## src/rtl/hazard_pkg.sv

```systemverilog
// Shared constants and types for the forwarding / long-latency hazard unit.
// Forward-select encoding: 0 = register file, 1..NUM_FWD = pipeline stage, NUM_FWD+1 = long-latency writeback.
package hazard_pkg;

  localparam int REG_AW = 5;
  localparam int NUM_REGS = 1 << REG_AW;
  localparam int FSEL_NONE = 0;

  typedef enum logic [1:0] {
    LOAD_USE = 2'd0,
    RAW_LAT  = 2'd1,
    WAW_LAT  = 2'd2,
    STRUCT   = 2'd3
  } stall_cause_e;

  function automatic int fsel_lat(input int num_fwd);
    return num_fwd + 1;
  endfunction

endpackage

```

## src/rtl/fwd_select.sv

```systemverilog
// Priority matcher for one decode source port: youngest writing stage wins, then same-cycle long-latency bypass.
// Purely combinational, no backpressure.
module fwd_select
  import hazard_pkg::*;
#(
  parameter int NUM_FWD = 3,
  parameter int FSEL_W  = 3
) (
  input  logic [REG_AW-1:0]         rs,
  input  logic                      rs_use,
  input  logic [NUM_FWD*REG_AW-1:0] rd_fwd,
  input  logic [NUM_FWD-1:0]        reg_write_fwd,
  input  logic                      lat_done,
  input  logic [REG_AW-1:0]         lat_done_rd,
  output logic [FSEL_W-1:0]         fsel
);

  always_comb begin
    fsel = FSEL_W'(FSEL_NONE);
    if (rs_use && (rs != '0)) begin
      if (lat_done && (lat_done_rd == rs)) begin
        fsel = FSEL_W'(fsel_lat(NUM_FWD));
      end
      // Walk oldest to youngest so the youngest match is the one left standing.
      for (int j = NUM_FWD - 1; j >= 0; j--) begin
        if (reg_write_fwd[j] && (rd_fwd[j*REG_AW +: REG_AW] == rs)) begin
          fsel = FSEL_W'(j + 1);
        end
      end
    end
  end

endmodule

```

## src/rtl/hazard_scoreboard.sv

```systemverilog
// Operand forwarding select, same-cycle stall generation and a scoreboard for long-latency M-extension ops.
// Stalls are combinational (zero latency); scoreboard and counters update on the rising clock.
module hazard_scoreboard
  import hazard_pkg::*;
#(
  parameter int NUM_RS  = 2,
  parameter int NUM_FWD = 3,
  parameter int MAX_OUT = 2
) (
  input  logic                            clk,
  input  logic                            rst_n,
  input  logic [NUM_RS*REG_AW-1:0]        rs_i,
  input  logic [NUM_RS-1:0]               rs_use_i,
  input  logic [REG_AW-1:0]               rd_d_i,
  input  logic                            reg_write_d_i,
  input  logic                            is_lat_d_i,
  input  logic [NUM_FWD*REG_AW-1:0]       rd_fwd_i,
  input  logic [NUM_FWD-1:0]              reg_write_fwd_i,
  input  logic                            mem_read_ex_i,
  input  logic                            lat_issue_i,
  input  logic [REG_AW-1:0]               lat_issue_rd_i,
  input  logic                            lat_done_i,
  input  logic [REG_AW-1:0]               lat_done_rd_i,
  output logic [NUM_RS*$clog2(NUM_FWD+2)-1:0] fsel_o,
  output logic                            stall_o,
  output logic                            bubble_o,
  output logic [NUM_REGS-1:0]             busy_o,
  output logic [2:0]                      outstanding_o,
  output logic [31:0]                     stall_cnt_o,
  output logic                            err_o
);

  localparam int FSEL_W = $clog2(NUM_FWD + 2);
  localparam logic [FSEL_W-1:0] FSEL_LAT  = FSEL_W'(fsel_lat(NUM_FWD));
  localparam logic [FSEL_W-1:0] FSEL_EX   = FSEL_W'(1);
  localparam logic [2:0]        OUT_LIMIT = 3'(MAX_OUT);

  logic [NUM_REGS-1:0] busy;
  logic [2:0]          outstanding;
  logic [31:0]         stall_cnt;
  logic                err;

  logic [3:0]          cause;
  logic                stall;
  logic                done_hit;
  logic                done_ok, done_err;
  logic                issue_ok, issue_err;
  logic                full;

  genvar k;
  generate
    for (k = 0; k < NUM_RS; k++) begin : g_port
      fwd_select #(
        .NUM_FWD (NUM_FWD),
        .FSEL_W  (FSEL_W)
      ) u_fwd_select (
        .rs            (rs_i[k*REG_AW +: REG_AW]),
        .rs_use        (rs_use_i[k]),
        .rd_fwd        (rd_fwd_i),
        .reg_write_fwd (reg_write_fwd_i),
        .lat_done      (lat_done_i),
        .lat_done_rd   (lat_done_rd_i),
        .fsel          (fsel_o[k*FSEL_W +: FSEL_W])
      );
    end
  endgenerate

  assign full     = (outstanding == OUT_LIMIT);
  assign done_hit = lat_done_i && (lat_done_rd_i == rd_d_i);

  always_comb begin
    cause = '0;
    for (int p = 0; p < NUM_RS; p++) begin
      if (rs_use_i[p]) begin
        if (mem_read_ex_i && (fsel_o[p*FSEL_W +: FSEL_W] == FSEL_EX)) begin
          cause[LOAD_USE] = 1'b1;
        end
        // A result landing this very cycle is bypassed, so it does not hold decode.
        if ((rs_i[p*REG_AW +: REG_AW] != '0) && busy[rs_i[p*REG_AW +: REG_AW]] &&
            (fsel_o[p*FSEL_W +: FSEL_W] != FSEL_LAT)) begin
          cause[RAW_LAT] = 1'b1;
        end
      end
    end
    cause[WAW_LAT] = reg_write_d_i && (rd_d_i != '0) && busy[rd_d_i] && !done_hit;
    cause[STRUCT]  = is_lat_d_i && full && !lat_done_i;
  end

  assign stall    = |cause;
  assign stall_o  = stall;
  assign bubble_o = stall;

  // Illegal writebacks and over-issues are dropped so the count never leaves 0..MAX_OUT.
  assign done_err  = lat_done_i && ((outstanding == '0) || !busy[lat_done_rd_i]);
  assign done_ok   = lat_done_i && !done_err;
  assign issue_err = lat_issue_i && full && !done_ok;
  assign issue_ok  = lat_issue_i && !issue_err;

  always_ff @(posedge clk or negedge rst_n) begin
    if (!rst_n) begin
      busy        <= '0;
      outstanding <= '0;
      stall_cnt   <= '0;
      err         <= 1'b0;
    end else begin
      for (int r = 1; r < NUM_REGS; r++) begin
        if (issue_ok && (lat_issue_rd_i == REG_AW'(r))) begin
          busy[r] <= 1'b1;
        end else if (done_ok && (lat_done_rd_i == REG_AW'(r))) begin
          busy[r] <= 1'b0;
        end
      end
      busy[0] <= 1'b0;

      if (issue_ok && !done_ok) begin
        outstanding <= outstanding + 3'd1;
      end else if (done_ok && !issue_ok) begin
        outstanding <= outstanding - 3'd1;
      end

      if (stall && (stall_cnt != '1)) begin
        stall_cnt <= stall_cnt + 32'd1;
      end

      if (done_err || issue_err) begin
        err <= 1'b1;
      end
    end
  end

  assign busy_o        = busy;
  assign outstanding_o = outstanding;
  assign stall_cnt_o   = stall_cnt;
  assign err_o         = err;

endmodule

```

## config.mk

```make
export PLATFORM = sky130hd
export DESIGN_NAME = hazard_scoreboard
export DESIGN_NICKNAME = d
export VERILOG_FILES = /design/src/rtl/hazard_pkg.sv /design/src/rtl/fwd_select.sv /design/src/rtl/hazard_scoreboard.sv
export SDC_FILE = /design/constraint.sdc
export NUM_CORES = 1
export LEC_CHECK = 0
export CAP_MARGIN = 5
export CORE_MARGIN = 8
export CORE_UTILIZATION = 56
export CTS_BUF_LIST = sky130_fd_sc_hd__clkbuf_4 sky130_fd_sc_hd__clkbuf_8
export CTS_CLUSTER_SIZE = 14
export DETAILED_ROUTE_END_ITERATION = 8
export GPL_TIMING_DRIVEN = 0
export PLACE_DENSITY = 0.89
export SKIP_CTS_REPAIR_TIMING = 1
export SLEW_MARGIN = 20
export SYNTH_ARGS = -nofsm -noshare
export SYNTH_HDL_FRONTEND = slang
export SYNTH_SLANG_ARGS = --single-unit
export TNS_END_PERCENT = 100
```

## constraint.sdc

```tcl
create_clock -name clk -period 11.8 [get_ports clk]
set_clock_uncertainty 0.2 [all_clocks]
set_input_delay 3.54 -clock clk [delete_from_list [all_inputs] [get_ports clk]]
set_output_delay 3.54 -clock clk [all_outputs]
set_load 0.02 [all_outputs]
```

; Word-level counts from Yosys, hierarchy flattened
; Cells that the tools add are included.
[word_totals]
input_bits = 52
wordCells = 344
regBits = 67
[op_classes]
n_lt_le_gt_ge = 4
n_addsub = 3
eq_ne = 77
mux = 88
reduce_logical = 138
[ops]
columns = cell, count
row1 = 5-bit equality test (second input constant), 32
row2 = 1-bit logical AND, 92
row3 = 5-bit by 4-bit equality test with 1-bit output (second input constant), 16
row4 = 1-bit 2-to-1 mux, 70
row5 = 2-bit nonzero test, 32
row6 = 5-bit equality test, 9
row7 = 5-bit by 3-bit equality test with 1-bit output (second input constant), 8
row8 = 3-bit 2-to-1 mux, 12
row9 = 32-bit by 1-bit adder with 32-bit output (second input constant), 1
row10 = 32-bit != test (second input constant), 1
row11 = 5-bit by 6-bit < comparator with 1-bit output (second input constant), 4
row12 = 1-bit binary-select mux with 5-bit select, 4
row13 = 5-bit by 2-bit equality test with 1-bit output (second input constant), 4
row14 = 5-bit nonzero test, 3
row15 = 5-bit by 1-bit equality test with 1-bit output (second input constant), 2
row16 = 1-bit zero test, 7
row17 = 3-bit by 1-bit equality test with 1-bit output (second input constant), 2
row18 = 3-bit != test (second input constant), 2
row19 = 2-bit 2-to-1 mux, 2
row20 = 4-bit OR reduction, 1
row21 = 3-bit by 1-bit adder with 3-bit output (second input constant), 1
row22 = 3-bit by 2-bit equality test with 1-bit output (second input constant), 1
row23 = 3-bit zero test, 1
row24 = 3-bit by 1-bit subtractor with 3-bit output (second input constant), 1
row25 = 1-bit logical OR, 2

; Logic depth before layout (Yosys ltp)
; Gate-level depths: netlist of the first run.
[depth]
word_depth = 15
mapped_depth = 13

; Cells and area by module
; A second synthesis of the first run with hierarchy kept.
[hier_totals]
cells_unflattened = 552
hier_area_um2 = 5173.7
[by_module_without_submodules]
columns = mod, cells_per_inst, instances, area_per_inst_um2
row1 = hazard_scoreboard, 468, 1, 4495.6
row2 = fwd_select, 42, 2, 339.1

; Least setup slack after synthesis of the first run
; No wires, ideal clock.
[synth_path]
kind = input -> output
start = input port rd_d_i[2]
end = output port stall_o
setup_slack_ns = 2.377
path_stages = 10
path_buffers = 3
arrival_time_ns = 5.683
cell_sequence = buf_1 mux4_2 and3_1 or4_1 o221ai_1 o2111ai_1 nor2_4 buf_6 inv_2 buf_4
[synth_via]
elab_chain_len = 5
[synth_rtl]
columns = element, line_no
row1 = from (decl), hazard_scoreboard.sv:14  ; input logic [REG_AW-1:0] rd_d_i,
row2 = 1-bit binary-select mux with 5-bit select (tied with other cells), hazard_scoreboard.sv:85  ; cause[WAW_LAT] = reg_write_d_i && (rd_d_i != '0) && busy[rd_d_i] && !done_hit;
row3 = 1-bit 2-to-1 mux (not written as such) (tied with other cells), hazard_scoreboard.sv:85
row4 = 1-bit logical AND / 1-bit zero test (equally long branches), hazard_scoreboard.sv:85
row5 = 1-bit logical AND *, hazard_scoreboard.sv:85
row6 = 4-bit OR reduction *, hazard_scoreboard.sv:89  ; assign stall = |cause;
row7 = to (decl), hazard_scoreboard.sv:25  ; output logic stall_o,
; Mark *: on every way between the ends. The rest lies on a longest branch, timed or not. The select of a mux whose other input is x is not followed.

; Final worst setup path of the first run
[layout_path]
start = input port rd_d_i[0]
end = output port stall_o
; The elaborated chain is that of the path after synthesis.

==> results of run 1 <==
==> logic make-up (layout without fill, tap and decap cells) <==
| family | count (synthesis) | after routing |
|---|---|---|
| simple gates | 190 | 190 |
| xor+xnor | 79 | 79 |
| other cells | 1 | 1 |
| flops | 67 | 67 |
| buf+inv | 46 | 177 |
| mux | 60 | 60 |
| fa+ha+maj | 3 | 3 |
| compound gates | 86 | 86 |
==> path summary, 6_finish.rpt <==
check                      startpoint  depth (start not counted)               end
hold / removal                  err_o                          1             err_o
min in group asynchronous       rst_n                          1        busy_o[13]
setup reg to reg            busy_o[8]                         11  outstanding_o[2]
hold reg to reg                 err_o                          1             err_o
max in group asynchronous       rst_n                          2   stall_cnt_o[15]
setup / recovery            rd_d_i[0]                         11           stall_o
==> registers in the layout, indices dropped and copies added, names as in the netlist <==
| register | count |
|---|---|
| busy_o | 31 |
| err_o | 1 |
| outstanding_o | 3 |
| stall_cnt_o | 32 |
==> power by group <==
part | total (mW) | switching [mW] | leakage (nW) | internal [mW]
combinational | 0.597 | 0.299 | 1.73 | 0.298
clock | 0.195 | 0.0825 | 0.104 | 0.112
sequential | 0.443 | 0.139 | 0.799 | 0.304
total | 1.23 | 0.521 | 2.63 | 0.714
==> per-layer routing <==
layer,GRT usage,up-vias,wire length [microns]
met3,0.0720,65,1580
li1,-,2190,-
met1,0.316,2439,6470
met2,0.456,337,8380
met5,0,-,0
met4,0.133,0,672
==> synth_stat cells, drive strengths merged <==
library cell,count
a211oi,3
a21o,2
a21oi,3
a221oi,2
a311oi,2
a31oi,3
and2,2
and2b,1
and3,12
and4,1
and4b,1
buf,21
clkbuf,10
conb,1
dfrtp,67
fa,1
ha,2
inv,15
mux2,10
mux2i,30
mux4,20
nand2,36
nand2b,11
nand3,24
nand3b,3
nand4,10
nor2,23
nor2b,6
nor3,18
nor3b,7
nor4,18
nor4b,6
nor4bb,1
o2111ai,1
o21ai,60
o221ai,1
o22ai,1
o311ai,1
o31a,1
o31ai,4
o41ai,2
or2,6
or4,4
xnor2,24
xor2,55
==> metrics by stage <==
step	area, sq um	total power [mW]	utilization	setup slack, ns	hold WS [ns]
final	6680	1.23	0.737	1.09	0.273
after global placement	6450	1.01	0.712	1.18	0.260
after detailed placement	6480	1.03	0.715	1.13	0.260
after CTS	6680	1.23	0.737	1.12	0.276
after floorplan	5150	0.738	-	2.38	0.365
after global routing	6680	1.29	0.737	0.928	0.301
==> final cells by class <==
| class | instances | share of cell area |
|---|---|---|
| well taps | 111 | 0.0208 |
| flip-flops and latches | 67 | 0.251 |
| repair buffers | 117 | 0.178 |
| clock buffers | 12 | 0.0247 |
| multi-input cells | 419 | 0.485 |
| plain buffers | 31 | 0.0273 |
| inverters | 15 | 0.00843 |
| clock inverters | 2 | 0.00524 |
==> impl_metrics.csv, run 1 <==
group,metric,value,unit
sta,setup_viol,0,
clock_network,insertion_delay,0.34,ns
synthesis,synth-simple-area-share,0.220,
critical_path,critPathSlowestCell,"clkdlybuf4s50_1",
die,die_w,112,microns
clock_network,cts_tree,"done",
layout,syn_to_final_growth,29.6,%
synthesis,synth_area_leaders,"dfrtp_1, xor2_1, mux4_2",
critical_path,crit_type,"in -> out",
global_routing,antenna_found_initial,0,
synthesis,synth.top_cell.area_share,0.325,
synthesis,yosys.area_share.xor_xnor,0.134,
route,ant_nets,0,
sta,tightest_slew,0.902,ns
layout,nNetsFinal,715,
synthesis,synth_seq_area_share,0.325,
critical_path,cp_common_cell,"clkdlybuf4s50_1",
sta,final_hold_viol_count,0,
critical_path,cp_cell_sequence,"clkdlybuf4s50_1, mux4_2, and3_1, or4_1, o221ai_1, o2111ai_1, nor2_4, buf_6, inv_2, buf_4, clkdlybuf4s50_1",
critical_path,start_kind,"input port",
sta,slew_viol_final,0,
synthesis,syn_avg_cell_area,9.69,sq um
route,route.detailed.drc,0,
die,core,9060,sq um
synthesis,synth_compound_area_frac,0.0973,
sta,slew-limit-headroom,0.391,
synthesis,synthAdderAreaFrac,0.00874,
pwr,ir_worst_vdd,0.129,mV
die,start_util,0.569,
pwr,powerDensity,185,nW/um^2
worst_hold_path,hold_path.class,"reg -> reg",
synthesis,syn_area,5150,sq um
layout,final_common_cell,"clkdlybuf4s50_1",
clock_network,htreeDepth,3,
synthesis,synth_top_family_by_area,"simple AND/OR/NAND/NOR gates",
pwr,p_leak,2.63,nW
clock_network,cts_root_buf,"clkbuf_8",
global_routing,grt_pass1_wl,27500,microns
layout,layout.cells.non_filler,774,
layout,layout_common_cells,"clkdlybuf4s50_1, dfrtp_1, xor2_1",
synthesis,syn_nets,587,
clock_network,cts.reportedPaths.clkPinSlew,0.07,ns
layout,fillCellCount,627,
die,ios,128,
synthesis,synth_seq_cells,67,
critical_path,critical_path.top_delay_family,"buffers and inverters",
layout,register_area,1680,sq um
critical_path,timing.critical_path.buf_inv,5,
route,avgViaCountPerCell,6.50,
global_routing,grt_pass1_vias,5233,
clock_network,cts_buffers,9,
placed_design,dp_cells,760,
critical_path,arrival,6.97,ns
sta,max_freq,93.4,MHz
layout,drive_above_1_share,0.113,
placed_design,numPortBuffers,116,
critical_path,r2r_slack,8.49,ns
layout,multi_input_area,3240,sq um
global_routing,grt-ovfl-total,0,
critical_path,max_stage_delay,0.57,ns
sta,grt_setup_unrepaired,"false",
critical_path,end_kind,"primary output",
layout,antenna_cells,0,
synthesis,yosysTopAreaCell,"dfrtp_1",
route,routed-via-count,5031,
synthesis,synth_cells,532,
route,first_pass_iters,6,
route,routedWlPerCell,22.1,microns
route,first_iter_violations,631,
global_routing,grtUsageTotal,0.272,
die,dieArea,12500,sq um
run,max-cap-violations,0,
status,outcome,"finished clean",
placed_design,dp_hpwl,12600,microns
die,die_y,112,microns
critical_path,path_max_fanout,10,
sta,setup_tns,0,ns
sta,fin_crit_sh,0.907,
synthesis,ys_warn_count,0,
placed_design,place_congestion,0.926,
global_routing,grt_start_max_net_pins,53,
synthesis,synth_mux_area_frac,0.167,
clock_network,clockBufferDepth,2,
route,wirelength,17100,microns
critical_path,crit_required,8.06,ns
synthesis,synth.lib_cells_used.distinct,57,
clock_network,cts_sinks,67,
die,num_rows,35,
sta,min_period,10.71,ns
Power figures use the tool's default switching activity.
==> run 2, diff against run 1 <==
--- a/config.mk
+++ b/config.mk
@@ -7,12 +7,11 @@
 export LEC_CHECK = 0
 export CAP_MARGIN = 5
 export CORE_MARGIN = 8
-export CORE_UTILIZATION = 56
-export CTS_BUF_LIST = sky130_fd_sc_hd__clkbuf_4 sky130_fd_sc_hd__clkbuf_8
+export CORE_UTILIZATION = 54
 export CTS_CLUSTER_SIZE = 14
 export DETAILED_ROUTE_END_ITERATION = 8
 export GPL_TIMING_DRIVEN = 0
-export PLACE_DENSITY = 0.89
+export PLACE_DENSITY = 0.86
 export SKIP_CTS_REPAIR_TIMING = 1
 export SLEW_MARGIN = 20
 export SYNTH_ARGS = -nofsm -noshare
==> impl_metrics.csv, run 2 (synthesis gave the netlist of run 1 again) <==
group,metric,value,unit
status,outcome,"finished clean",
clock_network,cts_tree,"done",
clock_network,cts.reportedPaths.clkPinSlew,0.09,ns
critical_path,cp_common_cell,"clkdlybuf4s50_1",
critical_path,reg2reg_from,"busy_o[10]",
critical_path,arrival,7.01,ns
critical_path,critical_path.top_delay_family,"buffers and inverters",
pwr,swShare,0.414,
clock_network,insertion_delay,0.36,ns
global_routing,antenna_found_initial,0,
sta,fin_crit_sh,0.911,
die,ios,128,
placed_design,place_congestion,0.974,
critical_path,max_stage_delay,0.63,ns
pwr,ir_worst_vdd,0.152,mV
pwr,intPower,0.763,mW
clock_network,cts_buffers,9,
route,avgViaCountPerCell,6.37,
placed_design,dp_hpwl,12800,microns
sta,setup_viol,0,
sta,slew-limit-headroom,0.489,
layout,antenna_cells,0,
critical_path,crit_start,"rd_d_i[0]",
critical_path,cp_cell_sequence,"clkdlybuf4s50_1, mux4_2, and3_1, or4_1, o221ai_1, o2111ai_1, nor2_4, buf_6, inv_2, buf_4, clkdlybuf4s50_1",
clock_network,cts_sinks,67,
critical_path,crit_type,"in -> out",
run,max-cap-violations,0,
route,routedWlPerCell,21.8,microns
critical_path,end_kind,"primary output",
pwr,power_switching,0.539,mW
critical_path,r2r_slack,8.36,ns
route,first_pass_iters,6,
pwr,powerDensity,192,nW/um^2
worst_hold_path,hold_path.class,"reg -> reg",
route,ant_nets,0,
layout,largest_register_ff_count,32,
sta,final_hold_viol_count,0,
route,route.detailed.drc,0,
layout,drive_above_1_share,0.114,
die,core,9240,sq um
die,start_util,0.558,
pwr,power,1.30,mW
sta,slew_viol_final,0,
die,die_w,114,microns
critical_path,start_kind,"input port",
clock_network,htreeDepth,3,
placed_design,numPortBuffers,116,
global_routing,grt_pass1_vias,5300,
layout,nNetsFinal,715,
layout,layout_common_cells,"clkdlybuf4s50_1, dfrtp_1, xor2_1",
clock_network,cts_root_buf,"clkbuf_8",
route,first_iter_violations,436,
route,wirelength,17300,microns
sta,min_period,10.75,ns
pwr,p_leak,2.66,nW
global_routing,grt_start_max_net_pins,56,
global_routing,grt-ovfl-total,0,
die,die_y,114,microns
worst_hold_path,hp-start,"stall_cnt_o[26]",
sta,tightest_slew,0.757,ns
sta,grt_setup_unrepaired,"false",
pwr,p_seq_frac,0.341,
die,dieArea,12900,sq um
die,num_rows,35,
layout,layout.cells.non_filler,793,
placed_design,dp_cells,778,
layout,syn_to_final_growth,31.2,%
sta,max_freq,93.0,MHz
global_routing,grtUsageTotal,0.265,
critical_path,critPathSlowestCell,"clkdlybuf4s50_1",
global_routing,grt_pass1_wl,27400,microns
critical_path,crit_required,8.06,ns
route,routed-via-count,5050,
pwr,pwr-share-clk,0.197,
pwr,comb_power_share,0.462,
layout,final_common_cell,"clkdlybuf4s50_1",
layout,fillCellCount,650,
critical_path,timing.critical_path.buf_inv,5,
sta,setup_tns,0,ns
critical_path,path_max_fanout,10,
clock_network,clockBufferDepth,2,
[run 2: cell types whose count changed in the layout (fill, tap and decap cells not counted)]
| cell | before | now |
|---|---|---|
| bufinv_16 | 1 | 4 |
| clkbuf_8 | 12 | 9 |
| clkinv_2 | 1 | 0 |
| clkinv_4 | 0 | 1 |
| inv_6 | 0 | 1 |
[run 2: final cells by class]
type,count,area (sq um),share of cell area
Multi-Input combinational cell,419,3240,0.479
Buffer,31,183,0.0270
Clock inverter,6,138,0.0203
Tap cell,129,161,0.0239
Clock buffer,9,124,0.0183
Inverter,15,56.3,0.00832
Sequential cell,67,1680,0.248
Timing Repair Buffer,117,1190,0.175
[run 2: power by group through the flow]
stage | sequential, mW | combinational (mW) | clock, mW
after floorplan | 0.481 | 0.257 | 0
after global placement | 0.430 | 0.574 | 0
after detailed placement | 0.437 | 0.592 | 0
after CTS | 0.433 | 0.601 | 0.256
after global routing | 0.450 | 0.638 | 0.267
final | 0.444 | 0.602 | 0.256
[run 2: final timing paths]
path / endpoint / cells past startpoint
min in group asynchronous: busy_o[18] / 1
hold reg to reg: stall_cnt_o[26] / 1
setup reg to reg: outstanding_o[2] / 11
setup / recovery: stall_o / 11
hold / removal: stall_cnt_o[26] / 1
max in group asynchronous: stall_cnt_o[16] / 2
[run 2: through the flow]
stage,setup WS (ns),utilization,instance area [sq um],hold slack [ns]
after floorplan,2.38,-,5150,0.365
final,1.05,0.732,6760,0.297
after detailed placement,1.11,0.704,6500,0.286
after global placement,1.14,0.701,6480,0.274
after CTS,1.10,0.732,6760,0.296
after global routing,0.969,0.732,6760,0.310
[run 2: per-layer routing]
layer | share of wire | vias up | track usage
li1 | - | 2198 | -
met1 | 0.38 | 2433 | 0.323
met2 | 0.47 | 362 | 0.428
met3 | 0.11 | 57 | 0.0777
met4 | 0.028 | 0 | 0.112
met5 | 0 | - | 0
==> run 3, diff against run 2 <==
--- a/config.mk
+++ b/config.mk
@@ -7,11 +7,11 @@
 export LEC_CHECK = 0
 export CAP_MARGIN = 5
 export CORE_MARGIN = 8
-export CORE_UTILIZATION = 54
+export CORE_UTILIZATION = 51
 export CTS_CLUSTER_SIZE = 14
 export DETAILED_ROUTE_END_ITERATION = 8
 export GPL_TIMING_DRIVEN = 0
-export PLACE_DENSITY = 0.86
+export PLACE_DENSITY = 0.82
 export SKIP_CTS_REPAIR_TIMING = 1
 export SLEW_MARGIN = 20
 export SYNTH_ARGS = -nofsm -noshare
==> constraint.sdc (replaced) <==
create_clock -name clk -period 10.1 [get_ports clk]
set_clock_uncertainty 0.2 [all_clocks]
set_input_delay 3.03 -clock clk [delete_from_list [all_inputs] [get_ports clk]]
set_output_delay 3.03 -clock clk [all_outputs]
set_load 0.02 [all_outputs]
==> impl_metrics.csv, run 3 (synthesis gave the netlist of run 1 again) <==
group,metric,value,unit
placed_design,numPortBuffers,116,
pwr,p_seq_frac,0.362,
clock_network,cts_buffers,9,
sta,slew_viol_final,0,
layout,layout_common_cells,"clkdlybuf4s50_1, dfrtp_1, xor2_1",
clock_network,htreeDepth,3,
global_routing,grt_pass1_vias,5084,
run,max-cap-violations,0,
layout,fillCellCount,791,
pwr,power_switching,0.613,mW
pwr,p_leak,2.62,nW
die,die_y,117,microns
clock_network,cts_tree,"done",
pwr,swShare,0.429,
clock_network,insertion_delay,0.35,ns
clock_network,clockBufferDepth,2,
sta,setup_viol,0,
global_routing,grtUsageTotal,0.251,
status,outcome,"finished clean",
route,first_pass_iters,7,
global_routing,antenna_found_initial,0,
pwr,comb_power_share,0.484,
sta,final_hold_viol_count,0,
clock_network,cts_root_buf,"clkbuf_8",
sta,grt_setup_unrepaired,"false",
die,start_util,0.527,
die,num_rows,36,
die,dieArea,13600,sq um
pwr,intPower,0.816,mW
route,first_iter_violations,471,
global_routing,grt_pass1_wl,26700,microns
clock_network,cts_sinks,67,
die,core,9770,sq um
route,routedWlPerCell,21.2,microns
critical_path,crit_required,6.87,ns
pwr,pwr-share-clk,0.154,
route,wirelength,16900,microns
route,avgViaCountPerCell,6.17,
layout,syn_to_final_growth,29.8,%
route,met1_length,6710,microns
sta,fin_crit_sh,0.961,
critical_path,arrival,6.48,ns
placed_design,dp_hpwl,12800,microns
worst_hold_path,hold_path.class,"reg -> reg",
die,ios,128,
sta,max_freq,103,MHz
critical_path,crit_type,"in -> out",
sta,setup_ws,0.394,ns
layout,nNetsFinal,715,
layout,final_common_cell,"clkdlybuf4s50_1",
layout,multi_input_area,3240,sq um
route,top_layer_used,"met4",
route,routed-via-count,4927,
route,wl_met2,8170,microns
pwr,powerDensity,213,nW/um^2
route,wl_met3,1480,microns
placed_design,dp_slack,0.401,ns
critical_path,path_max_fanout,10,
route,route.detailed.drc,0,
critical_path,start_kind,"input port",
sta,tightest_slew,0.929,ns
placed_design,place_congestion,0.937,
global_routing,grt_start_max_net_pins,40,
global_routing,grt-ovfl-total,0,
clock_network,cts.reportedPaths.clkPinSlew,0.08,ns
layout,largest_register_ff_count,32,
sta,setup_tns,0,ns
layout,register_area,1680,sq um
critical_path,end_kind,"primary output",
route,ant_nets,0,
pwr,ir_worst_vdd,0.168,mV
layout,antenna_cells,0,
layout,drive_above_1_share,0.114,
die,die_w,117,microns
sta,slew-limit-headroom,0.372,
sta,min_period,9.71,ns
[run 3: layer usage]
layer / track usage / vias up
li1: - / 2197
met1: 0.302 / 2406
met2: 0.422 / 277
met3: 0.0558 / 47
met4: 0.114 / 0
met5: 0 / -
[run 3: path summary, 6_finish.rpt]
check | startpoint | endpoint | slack [ns] | depth (start not counted)
min in group asynchronous | rst_n | busy_o[13] | 2.41 | 1
hold / removal | stall_cnt_o[26] | stall_cnt_o[26] | 0.29 | 1
setup reg to reg | busy_o[8] | outstanding_o[2] | 6.86 | 11
setup / recovery | rd_d_i[0] | stall_o | 0.39 | 11
max in group asynchronous | rst_n | stall_cnt_o[9] | 6.76 | 2
hold reg to reg | stall_cnt_o[26] | stall_cnt_o[26] | 0.29 | 1
[run 3: worst max-delay path, cell delays in order]
cell             delay, ns
clkdlybuf4s50_1       0.58
mux4_2                0.53
and3_1                0.20
or4_1                 0.52
o221ai_1              0.22
o2111ai_1             0.24
nor2_4                0.26
buf_6                 0.19
inv_2                 0.04
buf_4                 0.12
clkdlybuf4s50_1       0.54
[run 3: power by group through the flow]
stage	Sequential [mW]	Combinational, mW	Clock (mW)
2_1_floorplan	0.562	0.300	0
3_3_place_gp	0.508	0.673	0
3_5_place_dp	0.513	0.689	0
4_1_cts	0.509	0.694	0.221
5_1_grt	0.526	0.742	0.233
6_report	0.517	0.691	0.220
[run 3: final cells by class]
type | instances | share of cell area
multi-input combinational | 419 | 0.484
tap | 133 | 0.0249
sequential | 67 | 0.251
buffer | 31 | 0.0273
timing repair buffer | 117 | 0.176
clock inverter | 6 | 0.00972
inverter | 15 | 0.00841
clock buffer | 10 | 0.0191
[run 3: stage by stage]
stage | power (mW) | instances | hold slack, ns | area, sq um | util
final | 1.43 | 798 | 0.288 | 6690 | 0.685
after global routing | 1.50 | 798 | 0.302 | 6690 | 0.685
after CTS | 1.42 | 798 | 0.292 | 6690 | 0.685
after detailed placement | 1.20 | 782 | 0.269 | 6500 | 0.665
after global placement | 1.18 | 781 | 0.264 | 6480 | 0.663
after floorplan | 0.862 | 532 | 0.365 | 5150 | -
